<file path="config.mk">
export PLATFORM = sky130hd
export DESIGN_NAME = sum_latch_sequencer
export DESIGN_NICKNAME = d
export VERILOG_FILES = /design/src/rtl/sum_seq_pkg.sv /design/src/rtl/sum_latch_sequencer_rise.sv /design/src/rtl/sum_latch_sequencer.sv
export SDC_FILE = /design/constraint.sdc
export NUM_CORES = 1
export LEC_CHECK = 0
export BUFFER_PORTS_ARGS = -buffer_cell sky130_fd_sc_hd__buf_2
export CORE_MARGIN = 2
export CORE_UTILIZATION = 40
export DETAILED_ROUTE_END_ITERATION = 10
export MAX_ROUTING_LAYER = met4
export PLACE_DENSITY = 0.65
export SYNTH_ARGS = -nofsm -noshare
export SYNTH_HDL_FRONTEND = slang
export SYNTH_SLANG_ARGS = --single-unit
</file>
<file path="constraint.sdc">
create_clock -name clk -period 2.8 [get_ports clk]
set_clock_uncertainty 0.2 [all_clocks]
set_input_delay 0.56 -clock clk [delete_from_list [all_inputs] [get_ports clk]]
set_output_delay 0.56 -clock clk [all_outputs]
set_load 0.02 [all_outputs]
</file>
<file path="src/rtl/sum_seq_pkg.sv">
// Shared types, ASCII constants and message length for the sum-latch sequencer.
// Define SUMSEQ_CRLF_EN to append CR/LF after the two hex digits.
package sum_seq_pkg;

  typedef enum logic [2:0] {
    S_IDLE     = 3'd0,
    S_STROBE_A = 3'd1,
    S_STROBE_B = 3'd2,
    S_CAPTURE  = 3'd3,
    S_SEND     = 3'd4
  } seq_state_t;

  localparam logic [7:0] ASCII_0     = 8'h30;
  localparam logic [7:0] ASCII_A_OFS = 8'h37;
  localparam logic [7:0] ASCII_CR    = 8'h0D;
  localparam logic [7:0] ASCII_LF    = 8'h0A;

`ifdef SUMSEQ_CRLF_EN
  localparam int unsigned MSG_LEN = 4;
`else
  localparam int unsigned MSG_LEN = 2;
`endif

  localparam logic [1:0] LAST_IDX = 2'(MSG_LEN - 1);

  function automatic logic [7:0] nib2hex(input logic [3:0] nib);
    logic [7:0] w_byte;
    if (nib < 4'd10) begin
      w_byte = ASCII_0 + {4'd0, nib};
    end else begin
      w_byte = ASCII_A_OFS + {4'd0, nib};
    end
    return w_byte;
  endfunction

endpackage

</file>
<file path="src/rtl/sum_latch_sequencer_rise.sv">
// Rising-edge detector for an already-synchronous level input.
module rise_detect (
  input  logic clk,
  input  logic reset_n,
  input  logic d,
  output logic pulse
);

  logic r_prev;

  // previous-cycle sample of d
  always_ff @(posedge clk) begin
    if (!reset_n) begin
      r_prev <= 1'b0;
    end else begin
      r_prev <= d;
    end
  end

  assign pulse = d & ~r_prev;

endmodule

</file>
<file path="src/rtl/sum_latch_sequencer.sv">
// Sequences latch save strobes, sum capture and ASCII-hex transmission of the sum.
// Define SUMSEQ_CRLF_EN to append CR/LF to every message.
module sum_latch_sequencer
  import sum_seq_pkg::*;
(
  input  logic       clk,
  input  logic       reset_n,
  input  logic       req_a,
  input  logic       req_b,
  input  logic       req_send,
  input  logic [3:0] q_a,
  input  logic [3:0] q_b,
  output logic       save_a_n,
  output logic       save_b_n,
  output logic [7:0] tx_data,
  output logic       tx_valid,
  input  logic       tx_ready,
  output logic [4:0] sum_out,
  output logic       busy
);

  seq_state_t r_state;
  seq_state_t w_next;
  logic       w_rise_a, w_rise_b, w_rise_s;
  logic       r_pend_a, r_pend_b, r_pend_s;
  logic       w_pend_a, w_pend_b, w_pend_s;
  logic       w_clr_a, w_clr_b, w_clr_s;
  logic       r_save_a_n, r_save_b_n;
  logic [4:0] r_sum;
  logic [1:0] r_byte_idx;
  logic [7:0] w_tx_data;

  rise_detect u_rise_a (.clk(clk), .reset_n(reset_n), .d(req_a),    .pulse(w_rise_a));
  rise_detect u_rise_b (.clk(clk), .reset_n(reset_n), .d(req_b),    .pulse(w_rise_b));
  rise_detect u_rise_s (.clk(clk), .reset_n(reset_n), .d(req_send), .pulse(w_rise_s));

  // a same-cycle edge counts as pending so an idle FSM reacts without delay
  assign w_pend_a = r_pend_a | w_rise_a;
  assign w_pend_b = r_pend_b | w_rise_b;
  assign w_pend_s = r_pend_s | w_rise_s;

  // state register
  always_ff @(posedge clk) begin
    if (!reset_n) begin
      r_state <= S_IDLE;
    end else begin
      r_state <= w_next;
    end
  end

  // next-state logic with fixed A, B, send priority
  always_comb begin
    w_next  = r_state;
    w_clr_a = 1'b0;
    w_clr_b = 1'b0;
    w_clr_s = 1'b0;
    case (r_state)
      S_IDLE: begin
        if (w_pend_a) begin
          w_next  = S_STROBE_A;
          w_clr_a = 1'b1;
        end else if (w_pend_b) begin
          w_next  = S_STROBE_B;
          w_clr_b = 1'b1;
        end else if (w_pend_s) begin
          w_next  = S_CAPTURE;
          w_clr_s = 1'b1;
        end else begin
          w_next = S_IDLE;
        end
      end
      S_STROBE_A: w_next = S_IDLE;
      S_STROBE_B: w_next = S_IDLE;
      S_CAPTURE:  w_next = S_SEND;
      S_SEND: begin
        if (tx_ready && (r_byte_idx == LAST_IDX)) begin
          w_next = S_IDLE;
        end else begin
          w_next = S_SEND;
        end
      end
      default: w_next = S_IDLE;
    endcase
  end

  // sticky request flags and registered save strobes
  always_ff @(posedge clk) begin
    if (!reset_n) begin
      r_pend_a   <= 1'b0;
      r_pend_b   <= 1'b0;
      r_pend_s   <= 1'b0;
      r_save_a_n <= 1'b1;
      r_save_b_n <= 1'b1;
    end else begin
      r_pend_a   <= w_pend_a & ~w_clr_a;
      r_pend_b   <= w_pend_b & ~w_clr_b;
      r_pend_s   <= w_pend_s & ~w_clr_s;
      r_save_a_n <= (w_next != S_STROBE_A);
      r_save_b_n <= (w_next != S_STROBE_B);
    end
  end

  // sum snapshot and message byte index
  always_ff @(posedge clk) begin
    if (!reset_n) begin
      r_sum      <= 5'd0;
      r_byte_idx <= 2'd0;
    end else begin
      case (r_state)
        S_CAPTURE: begin
          r_sum      <= {1'b0, q_a} + {1'b0, q_b};
          r_byte_idx <= 2'd0;
        end
        S_SEND: begin
          if (tx_ready && (r_byte_idx != LAST_IDX)) begin
            r_byte_idx <= r_byte_idx + 2'd1;
          end else begin
            r_byte_idx <= r_byte_idx;
          end
        end
        default: begin
          r_sum      <= r_sum;
          r_byte_idx <= r_byte_idx;
        end
      endcase
    end
  end

  // message byte selection; only decoded from registers, so it holds during stalls
  always_comb begin
    w_tx_data = 8'h00;
    if (r_state == S_SEND) begin
      case (r_byte_idx)
        2'd0:    w_tx_data = nib2hex({3'b000, r_sum[4]});
        2'd1:    w_tx_data = nib2hex(r_sum[3:0]);
`ifdef SUMSEQ_CRLF_EN
        2'd2:    w_tx_data = ASCII_CR;
        2'd3:    w_tx_data = ASCII_LF;
`endif
        default: w_tx_data = 8'h00;
      endcase
    end else begin
      w_tx_data = 8'h00;
    end
  end

  assign save_a_n = r_save_a_n;
  assign save_b_n = r_save_b_n;
  assign tx_data  = w_tx_data;
  assign tx_valid = (r_state == S_SEND);
  assign sum_out  = r_sum;
  assign busy     = (r_state != S_IDLE);

endmodule

</file>
==> results.sh <==
export IMPL_status="complete, no violations"
export IMPL_grt_pass1_wl_um=2918
export IMPL_dr_pass1_iters=4
export IMPL_synth_warnings=0
export IMPL_port_buffers=29
export IMPL_ys_top_cells_by_area="dfxtp_1 (37%), ha_1 (8.9%), a21oi_1 (5.6%), nand2_1 (5.0%), inv_1 (3.8%)"
export IMPL_whs_path_depth=2
export IMPL_cts_sinks=18
export IMPL_ir_drop_mv=0.2999
export IMPL_path_max_fanout=5
export IMPL_largest_register_ffs=5
export IMPL_synth_edff_count=0
export IMPL_cts_made_buffers=3
export IMPL_synth_top_area_share_pct=36.73
export IMPL_antenna_found_initial=0
export IMPL_hold_path_class="in2reg"
export IMPL_cp_slowest_cell="dfxtp_1"
export IMPL_reg2reg_slack_ps=1370
export IMPL_critPathKind="reg2out"
export IMPL_most_common_layout_cells="buf_2 (29), dfxtp_1 (18), nand2_1 (13)"
export IMPL_synth_distinct_cells=36
export IMPL_synthArstFlopShare_pct=0
export IMPL_grt_pass1_vias=742
export IMPL_die_area_um2=2864
export IMPL_rows=17
export IMPL_period_share_pct=84.70
export IMPL_finalHoldViolCount=0
export IMPL_drt_iter0_drc=6
export IMPL_drcViolationCount=0
export IMPL_clkLatencyLatePin_ps=300
export IMPL_hold_buffers=0
export IMPL_initial_core_util_pct=43.10
export IMPL_cp_startpoint="sum_out[1]$_SDFFE_PN0P_"
export IMPL_cp_slowest_stage_delay_ps=390
export IMPL_grt_max_degree=21
export IMPL_max_cap_violations=0
export IMPL_final_cells=172
export IMPL_track_usage_pct=14.78
export IMPL_rsz0062_at_grt="no"
export IMPL_area_delta_synth_final_pct=18.62
export IMPL_avgRoutedWirePerCell_um=10.39
export IMPL_hold_path_end="u_rise_a.r_prev$_SDFF_PN0_"
export IMPL_required_ps=2040
export IMPL_reg2reg_depth=5
export IMPL_cts_root_buf="clkbuf_4"
export IMPL_cts_buffer_depth=2
export IMPL_cp_start_kind="flop"
export IMPL_synth_nets=138
export IMPL_worstPathCellList="inv_1 > ha_1 > nor2b_1 > o21ai_0 > a21oi_1 > nor2_1 > buf_2"
export IMPL_path_buf_inv=2
export IMPL_diodes=0
export IMPL_r2r_end="r_byte_idx[0]$_SDFFE_PN0P_"
export IMPL_grt_ovfl_total=0
export IMPL_layout_commonest_cell="buf_2"
export IMPL_dpl_hpwl_um=1414
export IMPL_nFillCells=225
export IMPL_ys_ff_latch=18
export IMPL_ant_nets=0
export IMPL_synth_top_area_cell="dfxtp_1"
export IMPL_power_density_nw_per_um2=444.0
export IMPL_clk_transition_reported_paths_ps=100
export IMPL_cts_htree_levels=1
export IMPL_core_um2=2276
export IMPL_hold_slack_ps=279.7
export IMPL_place_inst=169
export IMPL_vias_per_cell=4.965
export IMPL_seq_area_frac_synth_pct=36.73
export IMPL_num_io_pins=31
export IMPL_yosys_most_used_dff="dfxtp_1"
export IMPL_crit_family="flip-flops"
export IMPL_hold_start="req_a"
export IMPL_setup_violations=0
export IMPL_postSynthAreaPerCell_um2=8.456
export IMPL_cts_tree="done"
export IMPL_worstReg2RegStart="r_byte_idx[1]$_SDFFE_PN0P_"
export IMPL_fin_crit_ps=2372
export IMPL_vias=854
export IMPL_slew_violations=0
export IMPL_p_leak_nw=0.5726
export IMPL_nNetsFinal=168
export IMPL_synth_area_um2=980.9
export IMPL_arrival_ps=1610
export IMPL_place_congestion=0.7042
export IMPL_clock_fmax_ghz=0.4217
export IMPL_post_cts_setup_buffers=0
export IMPL_cp_end_kind="primary output"
export IMPL_drive_gt1_share_pct=27.08
export IMPL_die_w_um=53.52
export IMPL_drt_total_wl_um=1787
export IMPL_post_cts_resize_count=0
export IMPL_die_y_um=53.52
export IMPL_setup_tns_ps=0
export IMPL_synthCells=116
where the power goes:
part           leakage (nW)  switching (mW)  internal, mW  total [mW]
Clock                0.0138          0.0792        0.0502       0.129
Combinational         0.412          0.0596        0.0465       0.106
Sequential            0.147         0.00951         0.272       0.281
Total                 0.573           0.148         0.368       0.517
cell type report:
cell class / count / area (um2) / area share [%]
Inverter: 11 / 42.54 / 3.656
Timing Repair Buffer: 29 / 145.1 / 12.47
Clock buffer: 3 / 22.52 / 1.935
Tap cell: 28 / 35.03 / 3.011
Sequential cell: 18 / 360.3 / 30.97
Multi-Input combinational cell: 83 / 558.0 / 47.96
routing by layer:
layer  up-vias  global-route usage, %  share of wire, %
met3         4                  2.542               5.3
met2        22                  24.90                46
met5         -                      -                 0
met1       381                  16.12                46
li1        447                      -                 -
met4         0                  8.974               1.8
through the flow:
step | area [um2] | util, % | power [mW] | setup slack, ps
after floorplan | 980.9 | - | 0.3640 | 678.9
after global placement | 1141 | 50.14 | 0.3920 | 844.7
after detailed placement | 1141 | 50.14 | 0.3942 | 773.7
after CTS | 1164 | 51.13 | 0.5243 | 422.4
after global routing | 1164 | 51.13 | 0.5431 | 307.7
final | 1164 | 51.13 | 0.5166 | 428.4
synth_stat cells, types with 2 or more instances:
library cell,instances
clkbuf_1,2
a21o_1,3
nor2b_1,3
o21ai_0,4
nor3b_1,2
a21oi_1,11
o21a_1,2
nand3b_1,3
a21boi_0,2
dfxtp_1,18
xnor2_1,2
nor2_1,9
ha_1,7
and3_1,3
nand2_1,13
and2_1,3
inv_1,10
cell families after synthesis:
group,after synthesis,synth area share [%]
AND/OR/NAND/NOR,47,28.32
AO/OA/AOI/OAI,24,14.41
flip-flops,18,36.74
buffers and inverters,15,6.378
adder cells (fa/ha/maj),8,10.97
XOR/XNOR,2,1.786
other,1,0.3823
multiplexers,1,1.020
how the worst max path moves through the flow:
stage                      end  depth (start not counted)  slack [ps]
detailed placement  tx_data[4]                          7         770
global route        tx_data[4]                          7         310
finish              tx_data[4]                          7         430
CTS                 tx_data[4]                          7         420
global placement    tx_data[2]                          6         840
floorplan           tx_data[2]                          5         680
No activity file was read; power rests on OpenSTA's default activity.
